$ cat config.mk
export PLATFORM = sky130hd
export DESIGN_NAME = prim_reqack_bridge
export DESIGN_NICKNAME = d
export VERILOG_FILES = /design/src/rtl/prim_reqack_bridge_pkg.sv /design/src/rtl/prim_reqack_bridge_ch.sv /design/src/rtl/prim_reqack_bridge.sv
export SDC_FILE = /design/constraint.sdc
export NUM_CORES = 1
export LEC_CHECK = 0
export CAP_MARGIN = 10
export CORE_MARGIN = 3
export CORE_UTILIZATION = 45
export CTS_CLUSTER_SIZE = 16
export DETAILED_ROUTE_END_ITERATION = 8
export DONT_BUFFER_PORTS = 1
export PLACE_DENSITY = 0.72
export SYNTH_ARGS = -nofsm -noshare
export SYNTH_HDL_FRONTEND = slang
export SYNTH_SLANG_ARGS = --single-unit
$ cat constraint.sdc
create_clock -name clk_i -period 3.3 [get_ports clk_i]
set_input_delay 0.165 -clock clk_i [delete_from_list [all_inputs] [get_ports clk_i]]
set_output_delay 0.165 -clock clk_i [all_outputs]
set_load 0.005 [all_outputs]
$ cat src/rtl/prim_reqack_bridge_pkg.sv
// Shared state type and width helper for the REQ/ACK to link handshake bridge.
package prim_reqack_bridge_pkg;

    typedef enum logic [1:0] {
        IDLE   = 2'd0,
        WAIT   = 2'd1,
        RETURN = 2'd2,
        ERR    = 2'd3
    } bridge_state_e;

    // Timeout counter width; a disabled timeout still needs a 1-bit vector.
    function automatic int unsigned cnt_width(input int unsigned cycles);
        int unsigned w;
        if (cycles == 0) begin
            w = 1;
        end else begin
            w = unsigned'($clog2(cycles + 1));
        end
        return w;
    endfunction

endpackage

$ cat src/rtl/prim_reqack_bridge_ch.sv
// One bridge channel: master REQ/ACK towards an NRZ or RZ link handshake,
// with wait timeout, spurious-ACK detection and clear-driven recovery.
//
// state  | meaning
// IDLE   | no transaction; NRZ: link phases must agree
// WAIT   | link_req issued, waiting for the link ACK
// RETURN | RZ only: link_req dropped, waiting for link ACK to fall
// ERR    | timeout or spurious ACK; frozen until clr_err
module prim_reqack_bridge_ch
    import prim_reqack_bridge_pkg::*;
#(
    parameter bit          EnRzHs        = 1'b0,
    parameter int unsigned TimeoutCycles = 255,
    parameter int unsigned CntW          = cnt_width(TimeoutCycles)
) (
    input  logic clk_i,
    input  logic rst_i,
    input  logic req_i,
    output logic ack_o,
    output logic link_req_o,
    input  logic link_ack_i,
    output logic busy_o,
    output logic timeout_o,
    output logic proto_err_o,
    input  logic clr_err_i
);

    localparam bit              TmoEn   = (TimeoutCycles != 0);
    localparam logic [CntW-1:0] TmoLast = CntW'(TimeoutCycles - 1);
    localparam logic [CntW-1:0] TmoMax  = CntW'(TimeoutCycles);

    bridge_state_e   state_q, state_d;
    logic            link_req_q, link_req_d;
    logic [CntW-1:0] cnt_q, cnt_d;
    logic            timeout_q, timeout_d;
    logic            perr_q, perr_d;

    logic waiting;
    logic link_match;
    logic timeout_hit;
    logic ack_fire;

    assign waiting     = (state_q == WAIT) || (state_q == RETURN);
    assign link_match  = EnRzHs ? link_ack_i : (link_ack_i == link_req_q);
    // The TimeoutCycles-th waiting cycle expires the wait, ahead of any ACK.
    assign timeout_hit = TmoEn && waiting && (cnt_q == TmoLast);
    assign ack_fire    = (state_q == WAIT) && link_match && !timeout_hit;

    always_ff @(posedge clk_i) begin
        if (rst_i) begin
            state_q    <= IDLE;
            link_req_q <= 1'b0;
            cnt_q      <= '0;
            timeout_q  <= 1'b0;
            perr_q     <= 1'b0;
        end else begin
            state_q    <= state_d;
            link_req_q <= link_req_d;
            cnt_q      <= cnt_d;
            timeout_q  <= timeout_d;
            perr_q     <= perr_d;
        end
    end

    always_comb begin
        state_d    = state_q;
        link_req_d = link_req_q;
        timeout_d  = timeout_q;
        perr_d     = perr_q;
        unique case (state_q)
            IDLE: begin
                if (!EnRzHs && (link_ack_i != link_req_q)) begin
                    perr_d  = 1'b1;
                    state_d = ERR;
                end else if (req_i && !(EnRzHs && link_ack_i)) begin
                    link_req_d = EnRzHs ? 1'b1 : ~link_req_q;
                    state_d    = WAIT;
                end
            end
            WAIT: begin
                if (timeout_hit) begin
                    timeout_d = 1'b1;
                    state_d   = ERR;
                end else if (link_match) begin
                    if (EnRzHs) begin
                        link_req_d = 1'b0;
                        state_d    = RETURN;
                    end else begin
                        state_d = IDLE;
                    end
                end
            end
            RETURN: begin
                if (timeout_hit) begin
                    timeout_d = 1'b1;
                    state_d   = ERR;
                end else if (!link_ack_i) begin
                    state_d = IDLE;
                end
            end
            ERR: begin
                if (clr_err_i) begin
                    timeout_d = 1'b0;
                    perr_d    = 1'b0;
                    if (EnRzHs) begin
                        link_req_d = 1'b0;
                        state_d    = RETURN;
                    end else begin
                        // Abandon the transaction and adopt the peer's phase.
                        link_req_d = link_ack_i;
                        state_d    = IDLE;
                    end
                end
            end
            default: state_d = IDLE;
        endcase

        cnt_d = cnt_q;
        if (!TmoEn || (state_d != state_q)) begin
            cnt_d = '0;
        end else if (waiting && (cnt_q != TmoMax)) begin
            cnt_d = cnt_q + CntW'(1);
        end
    end

    always_comb begin
        ack_o       = ack_fire && !rst_i;
        busy_o      = (state_q != IDLE) && !rst_i;
        link_req_o  = link_req_q;
        timeout_o   = timeout_q;
        proto_err_o = perr_q;
    end

`ifdef INC_ASSERT
    a_req_held: assert property (@(posedge clk_i) disable iff (rst_i)
        (req_i && !ack_o && (state_q == WAIT)) |=> req_i);
    a_ack_pulse: assert property (@(posedge clk_i) disable iff (rst_i)
        ack_o |=> !ack_o);
    a_ack_req: assert property (@(posedge clk_i) disable iff (rst_i)
        ack_o |-> req_i);
`endif

endmodule

$ cat src/rtl/prim_reqack_bridge.sv
// Multi-channel REQ/ACK to link handshake bridge; channels are independent.
module prim_reqack_bridge
    import prim_reqack_bridge_pkg::*;
#(
    parameter int unsigned NumCh         = 4,
    parameter bit          EnRzHs        = 1'b0,
    parameter int unsigned TimeoutCycles = 255
) (
    input  logic             clk_i,
    input  logic             rst_i,
    input  logic [NumCh-1:0] req_i,
    output logic [NumCh-1:0] ack_o,
    output logic [NumCh-1:0] link_req_o,
    input  logic [NumCh-1:0] link_ack_i,
    output logic [NumCh-1:0] busy_o,
    output logic [NumCh-1:0] timeout_o,
    output logic [NumCh-1:0] proto_err_o,
    input  logic [NumCh-1:0] clr_err_i
);

    localparam int unsigned CntW = cnt_width(TimeoutCycles);

    for (genvar g = 0; g < NumCh; g++) begin : g_ch
        prim_reqack_bridge_ch #(
            .EnRzHs       (EnRzHs),
            .TimeoutCycles(TimeoutCycles),
            .CntW         (CntW)
        ) u_ch (
            .clk_i      (clk_i),
            .rst_i      (rst_i),
            .req_i      (req_i[g]),
            .ack_o      (ack_o[g]),
            .link_req_o (link_req_o[g]),
            .link_ack_i (link_ack_i[g]),
            .busy_o     (busy_o[g]),
            .timeout_o  (timeout_o[g]),
            .proto_err_o(proto_err_o[g]),
            .clr_err_i  (clr_err_i[g])
        );
    end

endmodule

==> results.txt, run 1 <==
----------------------------------------------------
[Global route]
  Grt ovf ... 0
  Wire length of the first global-routing pass ... 12000 um
  Total global-route track usage ... 0.164
  Number of antenna violations at the first check in global routing ... 0
  Via count of the first global-routing pass ... 2656
  Maximum number of pins on one net before global-route repair ... 25

[Floorplanning]
  Full die area ... about 0.0090 sq mm
  I/O pins ... 34
  Height of the die ... 95.0 um
  Number of cell rows ... 31
  Core region area ... 0.00749 sq mm
  Horizontal die dimension ... 95.0 um
  Initial core utilization ... 0.477

[Timing]
  Total Negative Setup Slacks ... 0 ns
  Shortest clock period the worst path allows after layout ... 2.31 ns
  WHS ... 0.0137 ns
  Max Clock Skew ... a little under 0.007 ns
  Max-Slew Margin vs Limit ... 0.281
  Highest clock frequency the design can meet ... 434 MHz
  Part of the cycle the worst path needs ... 0.699
  Final slew viol count ... 0
  Final count of hold timing violations ... 0
  Transition at the pin with the smallest max-transition slack ... 1.07 ns
  Setup-failing EPs final ... 0
  Setup repair after global routing missed its margin ... false

[Pwr]
  Logic pwr share ... 0.513
  Peak ir drop on the vdd network ... 349 uV
  Switching part of the total power ... 0.451
  Internal ... 0.00144 W
  Fraction of power consumed by the clock network ... 0.145
  Leakage dissipation ... 1.30 nW
  Switching Power ... 0.00118 W
  Areal power density over the cells ... 724 mW/mm^2
  Sequential cell fraction of total power ... 0.342

[Logic synthesis]
  Flip-flop and latch count after synthesis ... 52
  Avg Inst Size Synth ... 8.41 sq um
  Main area contributors after synthesis ... sky130_fd_sc_hd__dfxtp_1, sky130_fd_sc_hd__ha_1, sky130_fd_sc_hd__buf_4, sky130_fd_sc_hd__xnor2_1, sky130_fd_sc_hd__a21oi_1
  Number of flops mapped to enable cells by yosys ... 0
  Most used flip-flop cell after synthesis ... sky130_fd_sc_hd__dfxtp_1
  Count of yosys warnings during synthesis ... 0
  Post-synthesis net count ... 462
  Most common cell in the netlist ... sky130_fd_sc_hd__dfxtp_1
  Gate count after technology mapping ... 424
  Top cell types by occurrence after synthesis ... sky130_fd_sc_hd__dfxtp_1, sky130_fd_sc_hd__nor2_1, sky130_fd_sc_hd__nand2_1, sky130_fd_sc_hd__a21oi_1, sky130_fd_sc_hd__inv_1
  Area of the mapped netlist ... roughly 0.0036 sq mm
  Cell variety after synth ... 63
  Post-synth top area share ... 0.292
  Library cell occupying the most area in the post-synthesis netlist ... sky130_fd_sc_hd__dfxtp_1
  Async set or reset register ratio after synthesis ... 0
  Sequential share of the synthesized area ... 0.292

[Worst hold path]
  Hold Crit Class ... input port to flop
  Startpoint of the most critical hold path ... link_ack_i[1]
  Cell count of the worst hold path ... 2
  WHS Endpoint ... g_ch[1].u_ch.link_req_o

[Setup path]
  Worst r2r dst ... g_ch[1].u_ch.cnt_q[0]
  Kind of start point of the critical path ... flop
  Delay of the slowest cell on the worst path ... 0.50 ns
  Buffering stage count on the worst path with inverters included ... 1
  Cell type of the slowest stage on the worst timing path ... sky130_fd_sc_hd__dfxtp_1
  Signal arrival time at the worst endpoint ... 2.49 ns
  CP endpoint kind ... flop
  Worst reg2reg startpoint ... g_ch[1].u_ch.state_q[0]
  Series of cell instances along the critical path ... inv_1 -> ha_1 -> and3_1 -> a41oi_1 -> o211ai_1 -> o221ai_4 -> nor2_1
  Maximum fanout along the worst path ... 9
  Cell family contributing the most delay on the critical path ... compound AO/OA/AOI/OAI gates
  Worst setup path category ... flop to flop
  Worst reg2reg path depth ... 7
  Worst-case register-to-register setup slack ... 0.99 ns
  Required arrival time at the worst endpoint ... 3.49 ns

[Detailed routing]
  Wire length the detailed router placed on met1 ... around 3400 um
  Number of vias after detailed routing ... 2838
  DR WL met3 ... between 300 and 400 um
  Remaining antenna violation count ... 0
  Average via count per standard cell ... 5.65
  First DRT Iteration DRCs ... 106
  Wirelength per Cell ... 14.0 um
  Highest metal used ... met4
  Met2 wire length ... 3230 um
  Drt total wl ... 7030 um
  Detailed-route DRC error count ... 0
  First drt pass iteration count ... 4

[CTS]
  TritonCTS clock tree ... yes
  Hold-fix buffers, CTS ... 3
  TritonCTS Buffers ... 5
  Number of gates resized after cts ... 0
  Cell at the root of the clock tree ... sky130_fd_sc_hd__clkbuf_8
  Number of levels the H-tree was split into ... 2
  Maximum root-to-sink buffer count ... 2
  Sink Count ... 52
  Number of buffers inserted by post-CTS setup repair ... 0
  CTS clock-pin slew for the worst setup and hold paths ... 0.09 ns
  Clk_lat worst skew ... 0.31 ns

[Status]
  Run status ... finished, final reports clean

[Cells and area]
  Layout cell share with drive strength beyond 1 ... 0.0968
  Antenna cell count ... 0
  Area delta synth->final ... 1.26%
  Final-stage net count ... 440

[Placement]
  IO buf count ... 0
  DPL Wire Length ... between 4000 and 5000 um
  Routability congestion estimate ... 0.799

[Job]
  Number of max-capacitance violations reported ... 0

----------------------------------------------------
-- registers in the layout, indices dropped and copies added, names as in the netlist --
signal / count
g_ch.u_ch.link_req_o: 4
g_ch.u_ch.cnt_q: 32
g_ch.u_ch.proto_err_o: 4
g_ch.u_ch.state_q: 8
g_ch.u_ch.timeout_o: 4
-- through the flow --
step	power (W)	instances	utilization	setup WS [ns]	area [sq um]
finish	0.00261	502	0.483	0.994	3610
global route	0.00285	502	0.483	0.762	3610
CTS	0.00263	501	0.481	0.985	3600
detailed placement	0.00224	490	0.465	1.01	3480
global placement	0.00220	490	0.465	1.12	3480
floorplan	0.00208	424	-	1.24	3570
-- cells in the final DEF, fill, tap and decap left out, types with 8 or more instances in the layout --
cell                      count
sky130_fd_sc_hd__nand3_1     12
sky130_fd_sc_hd__nor3_1      25
sky130_fd_sc_hd__ha_1        24
sky130_fd_sc_hd__nor2_1      37
sky130_fd_sc_hd__nand2_1     35
sky130_fd_sc_hd__inv_1       27
sky130_fd_sc_hd__xnor2_1     17
sky130_fd_sc_hd__xor2_1       9
sky130_fd_sc_hd__dfxtp_1     52
sky130_fd_sc_hd__a21oi_1     29
sky130_fd_sc_hd__and3_1       9
sky130_fd_sc_hd__nand4_1      8
sky130_fd_sc_hd__o21ai_0     17
-- power by group through the flow --
stage	logic, W	clock network, W	registers, W
2_1_floorplan	0.00123	0	0.000852
3_3_place_gp	0.00130	0	0.000898
3_5_place_dp	0.00133	0	0.000908
4_1_cts	0.00134	0.000397	0.000894
5_1_grt	0.00151	0.000423	0.000917
6_report	0.00134	0.000380	0.000893
-- per-layer routing --
metal | vias to the layer above | GRT usage
met5 | - | 0
met4 | 0 | 0.0469
met3 | 9 | 0.0426
met2 | 51 | 0.264
met1 | 1327 | 0.218
li1 | 1451 | -
-- worst max-delay path by stage --
stage / to / start / depth (start not counted) / slack [ns]
floorplan: g_ch[1].u_ch.cnt_q[4] / g_ch[1].u_ch.state_q[0] / 8 / 1.24
global placement: g_ch[1].u_ch.cnt_q[4] / g_ch[1].u_ch.state_q[0] / 7 / 1.12
detailed placement: g_ch[1].u_ch.cnt_q[5] / g_ch[1].u_ch.state_q[0] / 7 / 1.01
CTS: g_ch[1].u_ch.cnt_q[7] / g_ch[1].u_ch.state_q[0] / 7 / 0.99
global route: g_ch[0].u_ch.cnt_q[6] / g_ch[0].u_ch.state_q[0] / 7 / 0.76
finish: g_ch[1].u_ch.cnt_q[0] / g_ch[1].u_ch.state_q[0] / 7 / 0.99
-- layout make-up --
class                      count  area, sq um
sequential                    52         1040
tap                           99          124
fill                         712         3870
clock buffer                   7         86.3
clock inverter                 1         7.51
inverter                      27          101
timing repair buffer           4         40.0
multi-input combinational    312         2210
-- cells by family (layout without fill, tap and decap cells) --
kind of cell               Yosys count  after routing  share of synthesized area
DFF                                 52             52                      0.292
muxes                                4              4                     0.0147
adders and majority gates           24             24                     0.0842
buffers and inverters               60             39                     0.0880
and+or+nand+nor                    168            168                      0.260
xor gates and xnor gates            26             26                     0.0638
AOI/OAI and AO/OA                   90             90                      0.197
No activity file was read; power rests on OpenSTA's default activity.
==> inputs of run 2 (changes only) <==
--- a/config.mk
+++ b/config.mk
@@ -11,7 +11,7 @@
 export CTS_CLUSTER_SIZE = 16
 export DETAILED_ROUTE_END_ITERATION = 8
 export DONT_BUFFER_PORTS = 1
-export PLACE_DENSITY = 0.72
+export PLACE_DENSITY = 0.74
 export SYNTH_ARGS = -nofsm -noshare
 export SYNTH_HDL_FRONTEND = slang
 export SYNTH_SLANG_ARGS = --single-unit
==> constraint.sdc (replaced) <==
create_clock -name clk_i -period 1.8 [get_ports clk_i]
set_input_delay 0.09 -clock clk_i [delete_from_list [all_inputs] [get_ports clk_i]]
set_output_delay 0.09 -clock clk_i [all_outputs]
set_load 0.005 [all_outputs]
==> results.txt, run 2 (same netlist as run 1, synthesis figures left out) <==
----------------------------------------------------
[Timing]
  WHS ... 0.00304 ns (was 0.0137 ns)
  Total Negative Setup Slacks ... -0.140 ns (was 0 ns)
  Final count of hold timing violations ... 0 (unchanged)
  Transition at the pin with the smallest max-transition slack ... 0.469 ns (was 1.07 ns)
  Final Worst Setup Slack ... -0.0309 ns (was 0.994 ns)
  Highest clock frequency the design can meet ... 546 MHz (was 434 MHz)
  Max-Slew Margin vs Limit ... 0.683 (was 0.281)
  Shortest clock period the worst path allows after layout ... 1.83 ns (was 2.31 ns)
  Part of the cycle the worst path needs ... 1.02 (was 0.699)
  Setup-failing EPs final ... 9 (was 0)
  Max Clock Skew ... 0.00970 ns (was 0.00675 ns)
  Final slew viol count ... 0 (unchanged)
  Setup repair after global routing missed its margin ... true (was false)

[Cells and area]
  Core utilization of the finished layout ... 0.582 (was 0.483)
  Register ranked first by flip-flop count ... g_ch.u_ch.cnt_q (unchanged)
  Area delta synth->final ... 22.2% (was 1.26%)
  Biggest registers after layout ... g_ch.u_ch.cnt_q x32, g_ch.u_ch.state_q x8 (unchanged)
  Flip-flop count of the largest register after layout ... 32 (unchanged)
  Final-stage net count ... 501 (was 440)
  Layout cell share with drive strength beyond 1 ... 0.308 (was 0.0968)
  Leading cell types in the layout, fill and taps excluded ... sky130_fd_sc_hd__buf_4, sky130_fd_sc_hd__dfxtp_1, sky130_fd_sc_hd__nor2_1, sky130_fd_sc_hd__nand2_1, sky130_fd_sc_hd__a21oi_1 (was sky130_fd_sc_hd__dfxtp_1, sky130_fd_sc_hd__nor2_1, sky130_fd_sc_hd__nand2_1)
  Most common cell after layout, fill and taps aside ... sky130_fd_sc_hd__buf_4 (was sky130_fd_sc_hd__dfxtp_1)
  Antenna cell count ... 0 (unchanged)
  Fillers ... 653 (was 712)
  Final instance area ... 0.00436 sq mm (was 0.00361 sq mm)

[CTS]
  CTS clock-pin slew for the worst setup and hold paths ... 0.10 ns (was 0.09 ns)
  TritonCTS Buffers ... 5 (unchanged)
  Clk_lat worst skew ... 0.31 ns (about the same)
  Maximum root-to-sink buffer count ... 2 (unchanged)
  Number of levels the H-tree was split into ... 2 (unchanged)
  Cell at the root of the clock tree ... sky130_fd_sc_hd__clkbuf_8 (unchanged)
  TritonCTS clock tree ... yes (unchanged)
  Sink Count ... 52 (unchanged)

[Pwr]
  Logic pwr share ... 0.632 (was 0.513)
  Internal ... 0.00355 W (was 0.00144 W)
  Sequential cell fraction of total power ... 0.254 (was 0.342)
  Switching part of the total power ... 0.420 (was 0.451)
  Switching Power ... 0.00256 W (was 0.00118 W)
  Post-route total power ... 0.00611 W (was 0.00261 W)
  Peak ir drop on the vdd network ... 553 uV (was 349 uV)
  Leakage dissipation ... 1.67 nW (was 1.30 nW)
  Areal power density over the cells ... 1400 mW/mm^2 (was 724 mW/mm^2)
  Fraction of power consumed by the clock network ... 0.114 (was 0.145)

[Placement]
  IO buf count ... 0 (unchanged)
  DPL Wire Length ... 5890 um (was 5000 um)
  Placed instance area ... 0.00392 sq mm (was 0.00348 sq mm)
  Routability congestion estimate ... 0.862 (was 0.799)

[Setup path]
  Required arrival time at the worst endpoint ... 1.98 ns (was 3.49 ns)
  Worst-case register-to-register setup slack ... -0.03 ns (was 0.99 ns)
  Worst setup path category ... flop to flop (unchanged)
  CP endpoint kind ... flop (unchanged)
  Maximum fanout along the worst path ... 8 (was 9)
  Signal arrival time at the worst endpoint ... 2.01 ns (was 2.49 ns)
  Kind of start point of the critical path ... flop (unchanged)

[Floorplanning]
  Horizontal die dimension ... 95.0 um (unchanged)
  Number of cell rows ... 31 (unchanged)
  I/O pins ... 34 (unchanged)
  Core region area ... 0.00749 sq mm (unchanged)
  Full die area ... 0.00903 sq mm (unchanged)
  Height of the die ... 95.0 um (unchanged)
  Initial core utilization ... 0.477 (unchanged)

[Detailed routing]
  Wire length the detailed router placed on met1 ... 3750 um (was 3370 um)
  First DRT Iteration DRCs ... 106 (unchanged)
  Highest metal used ... met4 (unchanged)
  Average via count per standard cell ... 5.54 (was 5.65)
  Drt total wl ... 8420 um (was 7030 um)
  Detailed-route DRC error count ... 0 (unchanged)
  First drt pass iteration count ... 4 (unchanged)
  Wirelength per Cell ... 15.0 um (was 14.0 um)
  Number of vias after detailed routing ... 3117 (was 2838)
  DR WL met3 ... 272 um (was 360 um)
  Remaining antenna violation count ... 0 (unchanged)
  Met2 wire length ... 4300 um (was 3230 um)

[Global route]
  Total global-route track usage ... 0.187 (was 0.164)
  Via count of the first global-routing pass ... 3087 (was 2656)
  Maximum number of pins on one net before global-route repair ... 27 (was 25)
  Number of antenna violations at the first check in global routing ... 0 (unchanged)
  Grt ovf ... 0 (unchanged)
  Wire length of the first global-routing pass ... 13700 um (was 12000 um)

[Status]
  Run status ... finished with violations (was finished, final reports clean)
  Violated checks ... negative setup slack

[Worst hold path]
  Hold Crit Class ... input port to flop (unchanged)

[Job]
  Number of max-capacitance violations reported ... 0 (unchanged)

----------------------------------------------------
run 2: cell count changes in the layout (fill, tap and decap cells not counted), moves of 4 or more:
cell	previous run	this run
sky130_fd_sc_hd__dfxtp_2	0	5
sky130_fd_sc_hd__nor3_1	25	17
sky130_fd_sc_hd__nor3_2	6	12
sky130_fd_sc_hd__ha_1	24	15
sky130_fd_sc_hd__inv_1	27	21
sky130_fd_sc_hd__ha_4	0	6
sky130_fd_sc_hd__dfxtp_1	52	44
sky130_fd_sc_hd__buf_4	0	54
sky130_fd_sc_hd__inv_2	0	4
run 2: worst paths after layout:
check	startpoint	to	cells past startpoint
setup reg to reg	g_ch[1].u_ch.state_q[0]	g_ch[1].u_ch.cnt_q[6]	7
setup / recovery	g_ch[1].u_ch.state_q[0]	g_ch[1].u_ch.cnt_q[6]	7
hold / removal	clr_err_i[0]	g_ch[0].u_ch.proto_err_o	3
hold reg to reg	g_ch[0].u_ch.proto_err_o	g_ch[0].u_ch.proto_err_o	2
run 2: what timing repair did:
action                                 in CTS  in global routing
hold buffers                                6                  1
buffers inserted                            3                  6
pin swaps                                  15                 18
gates resized for setup                    23                 30
setup endpoints to repair                  27                 30
endpoints found under the hold margin      26                  1
run 2: stage by stage:
stage          setup WS [ns]  std cells
2_1_floorplan        -0.0187        424
3_3_place_gp         -0.0318        540
3_5_place_dp         -0.0976        540
4_1_cts              -0.0246        557
5_1_grt               -0.147        563
6_report             -0.0309        563
run 2: layout make-up:
class,count,area (sq um),area share
clock buffers,6,82.6,0.0189
flip-flops and latches,52,1060,0.243
clock inverters,2,10.0,0.00230
multi-input cells,312,2440,0.559
well taps,99,124,0.0284
inverters,27,106,0.0244
repair buffers,65,539,0.124
run 2: metal layers:
metal	track usage	vias to the layer above
met5	0	-
met4	0.0505	0
met3	0.0355	11
met2	0.330	47
met1	0.233	1486
li1	-	1573
run 2: critical path, stage by stage, from the launching register on:
cell and delay (ns):
sky130_fd_sc_hd__dfxtp_4 0.40, sky130_fd_sc_hd__inv_4 0.05, sky130_fd_sc_hd__ha_4 0.15, sky130_fd_sc_hd__or2_4 0.24
sky130_fd_sc_hd__a41oi_2 0.21, sky130_fd_sc_hd__o211ai_1 0.21, sky130_fd_sc_hd__o221ai_4 0.36, sky130_fd_sc_hd__a211oi_2 0.08
run 2: power by group through the flow:
stage | Clock (W) | Sequential (W) | Combinational [W]
after global routing | 0.000773 | 0.00159 | 0.00421
after detailed placement | 0 | 0.00154 | 0.00328
after CTS | 0.000724 | 0.00153 | 0.00354
after global placement | 0 | 0.00154 | 0.00320
after floorplan | 0 | 0.00157 | 0.00237
final | 0.000696 | 0.00156 | 0.00386
==> inputs of run 3 (changes only) <==
--- a/config.mk
+++ b/config.mk
@@ -5,6 +5,7 @@
 export SDC_FILE = /design/constraint.sdc
 export NUM_CORES = 1
 export LEC_CHECK = 0
+export ABC_AREA = 1
 export CAP_MARGIN = 10
 export CORE_MARGIN = 3
 export CORE_UTILIZATION = 45
==> results.txt, run 3 <==
----------------------------------------------------
[Detailed routing]
  Remaining antenna violation count ... 0 (unchanged)
  Drt total wl ... 7410 um (was 8420 um)
  Wirelength per Cell ... 12.1 um (was 15.0 um)
  Detailed-route DRC error count ... 0 (unchanged)
  First DRT Iteration DRCs ... 138 (was 106)
  Average via count per standard cell ... 5.00 (was 5.54)
  Number of vias after detailed routing ... 3068 (was 3117)
  First drt pass iteration count ... 4 (unchanged)

[Logic synthesis]
  Sequential share of the synthesized area ... 0.280 (was 0.292)
  Gate count after technology mapping ... 512 (was 424)
  Count of yosys warnings during synthesis ... 0 (unchanged)
  Post-synth top area share ... 0.280 (was 0.292)
  Main area contributors after synthesis ... sky130_fd_sc_hd__dfxtp_1, sky130_fd_sc_hd__nand2_1, sky130_fd_sc_hd__ha_1, sky130_fd_sc_hd__inv_1, sky130_fd_sc_hd__nor2_2 (was sky130_fd_sc_hd__dfxtp_1, sky130_fd_sc_hd__ha_1, sky130_fd_sc_hd__buf_4, sky130_fd_sc_hd__xnor2_1, sky130_fd_sc_hd__a21oi_1)
  Avg Inst Size Synth ... 7.26 sq um (was 8.41 sq um)
  Most common cell in the netlist ... sky130_fd_sc_hd__nand2_1 (was sky130_fd_sc_hd__dfxtp_1)
  Area of the mapped netlist ... 0.00372 sq mm (was 0.00357 sq mm)
  Top cell types by occurrence after synthesis ... sky130_fd_sc_hd__nand2_1, sky130_fd_sc_hd__inv_1, sky130_fd_sc_hd__dfxtp_1, sky130_fd_sc_hd__nor2_1, sky130_fd_sc_hd__nor2_2 (was sky130_fd_sc_hd__dfxtp_1, sky130_fd_sc_hd__nor2_1, sky130_fd_sc_hd__nand2_1, sky130_fd_sc_hd__a21oi_1, sky130_fd_sc_hd__inv_1)
  Post-synthesis net count ... 550 (was 462)
  Most used flip-flop cell after synthesis ... sky130_fd_sc_hd__dfxtp_1 (unchanged)
  Library cell occupying the most area in the post-synthesis netlist ... sky130_fd_sc_hd__dfxtp_1 (unchanged)
  Cell variety after synth ... 41 (was 63)
  Number of flops mapped to enable cells by yosys ... 0 (unchanged)
  Async set or reset register ratio after synthesis ... 0 (unchanged)
  Flip-flop and latch count after synthesis ... 52 (unchanged)

[Cells and area]
  Area delta synth->final ... 7.84% (was 22.2%)
  Most common cell after layout, fill and taps aside ... sky130_fd_sc_hd__nand2_1 (was sky130_fd_sc_hd__buf_4)
  Register ranked first by flip-flop count ... g_ch.u_ch.cnt_q (unchanged)
  Fillers ... 745 (was 653)
  Number of non-filler instances in the completed layout ... 614 (was 563)
  Antenna cell count ... 0 (unchanged)
  Biggest registers after layout ... g_ch.u_ch.cnt_q x32, g_ch.u_ch.state_q x8 (unchanged)
  Reg area ... 0.00106 sq mm (about the same)
  Final-stage net count ... 549 (was 501)
  Layout cell share with drive strength beyond 1 ... 0.256 (was 0.308)
  Multi-input gate area in the final layout ... 0.00233 sq mm (was 0.00244 sq mm)
  Final instance area ... 0.00401 sq mm (was 0.00436 sq mm)
  Leading cell types in the layout, fill and taps excluded ... sky130_fd_sc_hd__nand2_1, sky130_fd_sc_hd__inv_1, sky130_fd_sc_hd__dfxtp_1 (was sky130_fd_sc_hd__buf_4, sky130_fd_sc_hd__dfxtp_1, sky130_fd_sc_hd__nor2_1, sky130_fd_sc_hd__nand2_1, sky130_fd_sc_hd__a21oi_1)
  Flip-flop count of the largest register after layout ... 32 (unchanged)

[Timing]
  Transition at the pin with the smallest max-transition slack ... 0.668 ns (was 0.469 ns)
  Part of the cycle the worst path needs ... 0.947 (was 1.02)
  Final count of hold timing violations ... 0 (unchanged)
  Shortest clock period the worst path allows after layout ... 1.71 ns (was 1.83 ns)
  Setup-failing EPs final ... 0 (was 9)
  Final slew viol count ... 0 (unchanged)
  Max Clock Skew ... 0.00891 ns (was 0.00970 ns)
  Max-Slew Margin vs Limit ... 0.553 (was 0.683)
  Total Negative Setup Slacks ... 0 ns (was -0.140 ns)
  Final Worst Setup Slack ... 0.0945 ns (was -0.0309 ns)
  Highest clock frequency the design can meet ... 586 MHz (was 546 MHz)

[Setup path]
  Kind of start point of the critical path ... flop (unchanged)
  Cell type of the slowest stage on the worst timing path ... sky130_fd_sc_hd__dfxtp_1 (was sky130_fd_sc_hd__dfxtp_4)
  Series of cell instances along the critical path ... buf_4 -> ha_1 -> or2_1 -> nand3_2 -> nand2_2 -> nand3_1 -> nand2_2 -> nor2_4 -> nand3_4 -> nor2_2 (was inv_4 -> ha_4 -> or2_4 -> a41oi_2 -> o211ai_1 -> o221ai_4 -> a211oi_2)
  Delay of the slowest cell on the worst path ... 0.32 ns (was 0.40 ns)
  Maximum fanout along the worst path ... 8 (unchanged)
  Cell family contributing the most delay on the critical path ... simple AND/OR/NAND/NOR gates (was compound AO/OA/AOI/OAI gates)
  Required arrival time at the worst endpoint ... 2.05 ns (was 1.98 ns)
  Signal arrival time at the worst endpoint ... 1.95 ns (was 2.01 ns)
  Most repeated library cell on the critical path ... sky130_fd_sc_hd__nand2_2
  CP endpoint kind ... flop (unchanged)
  Worst setup path category ... flop to flop (unchanged)
  Buffering stage count on the worst path with inverters included ... 1 (unchanged)

[Floorplanning]
  Height of the die ... 96.9 um (was 95.0 um)
  Core region area ... 0.00789 sq mm (was 0.00749 sq mm)
  I/O pins ... 34 (unchanged)
  Horizontal die dimension ... 96.9 um (was 95.0 um)
  Full die area ... 0.00939 sq mm (was 0.00903 sq mm)
  Initial core utilization ... 0.471 (was 0.477)
  Number of cell rows ... 32 (was 31)

[Placement]
  DPL Wire Length ... 5490 um (was 5890 um)
  Routability congestion estimate ... 0.878 (was 0.862)
  Pre-CTS setup slack ... 0.00184 ns (was -0.0976 ns)
  IO buf count ... 0 (unchanged)
  Cell Count Post-Placement ... 603 (was 540)
  Placed instance area ... 0.00378 sq mm (was 0.00392 sq mm)

[Status]
  Run status ... finished, final reports clean (was finished with violations)

[Global route]
  Maximum number of pins on one net before global-route repair ... 16 (was 27)
  Wire length of the first global-routing pass ... 12400 um (was 13700 um)
  Via count of the first global-routing pass ... 2767 (was 3087)
  Grt ovf ... 0 (unchanged)
  Number of antenna violations at the first check in global routing ... 0 (unchanged)
  Total global-route track usage ... 0.155 (was 0.187)

[Pwr]
  Areal power density over the cells ... 1350 mW/mm^2 (was 1400 mW/mm^2)
  Peak ir drop on the vdd network ... 678 uV (was 553 uV)
  Leakage dissipation ... 1.63 nW (was 1.67 nW)

[CTS]
  Number of levels the H-tree was split into ... 2 (unchanged)
  TritonCTS Buffers ... 5 (unchanged)
  Cell at the root of the clock tree ... sky130_fd_sc_hd__clkbuf_8 (unchanged)
  Sink Count ... 52 (unchanged)
  TritonCTS clock tree ... yes (unchanged)
  CTS clock-pin slew for the worst setup and hold paths ... 0.09 ns (was 0.10 ns)
  Maximum root-to-sink buffer count ... 2 (unchanged)
  Clk_lat worst skew ... 0.31 ns (about the same)

[Worst hold path]
  Hold Crit Class ... input port to flop (unchanged)

[Job]
  Number of max-capacitance violations reported ... 0 (unchanged)

----------------------------------------------------
## run 3: cell types whose count changed in the layout (fill, tap and decap cells not counted), sizes merged, moves of 6 or more
cell	change
xnor2	-13
xor2	+13
or3	-6
inv	+48
nand3	+18
a21oi	-6
o21ai	+6
a211oi	-6
nor3	-20
nand2	+82
and3	-9
buf	-45
nor2	+37
## run 3: worst min-delay path: stages
cell	delay, ns
sky130_fd_sc_hd__o211ai_1	0.08
sky130_fd_sc_hd__nand2_1	0.09
sky130_fd_sc_hd__nor2_1	0.04
## run 3: worst paths after layout
check	startpoint	to	slack, ns	cells past startpoint
hold reg to reg	g_ch[3].u_ch.timeout_o	g_ch[3].u_ch.timeout_o	0.48	2
hold / removal	req_i[3]	g_ch[3].u_ch.state_q[1]	0.02	3
setup reg to reg	g_ch[2].u_ch.state_q[1]	g_ch[2].u_ch.cnt_q[3]	0.09	10
setup / recovery	g_ch[2].u_ch.state_q[1]	g_ch[2].u_ch.cnt_q[3]	0.09	10
## run 3: power breakdown
group          switching, W  internal (W)
registers          0.000199       0.00139
clock network      0.000377      0.000315
logic               0.00201       0.00114
## run 3: final cells by class
class	count	area share
Clock buffer	8	0.0225
Inverter	75	0.0702
Multi-Input combinational cell	361	0.581
Sequential cell	52	0.263
Tap cell	102	0.0318
Timing Repair Buffer	16	0.0312
## run 3: cells by family (layout without fill, tap and decap cells)
| family | Yosys count | after routing | share of synthesized area |
|---|---|---|---|
| buf+inv | 99 | 99 | 0.120 |
| xor+xnor | 26 | 26 | 0.0612 |
| fa+ha+maj | 24 | 24 | 0.0808 |
| flops | 52 | 52 | 0.280 |
| simple gates | 248 | 248 | 0.356 |
| compound gates | 63 | 63 | 0.101 |
## run 3: stage by stage
stage | hold WS, ns | total power (W) | utilization
5_1_grt | 0.0505 | 0.00592 | 0.508
2_1_floorplan | 0.294 | 0.00396 | -
4_1_cts | 0.0269 | 0.00515 | 0.493
3_5_place_dp | 0.167 | 0.00444 | 0.479
6_report | 0.0198 | 0.00543 | 0.508
3_3_place_gp | 0.164 | 0.00436 | 0.479
## run 3: layer usage
metal / part of all wire / track usage / vias to the layer above
li1: - / - / 1598
met1: 0.49 / 0.206 / 1400
met2: 0.46 / 0.249 / 61
met3: 0.044 / 0.0360 / 9
met4: 0.013 / 0.0443 / 0
met5: 0 / 0 / -
## run 3: timing repair
action	in CTS	in global routing
pin swaps	1	12
endpoints found under the setup margin	9	34
hold endpoints to repair	15	0
gates resized for setup	1	37
hold buffers	2	0
setup buffers	0	1
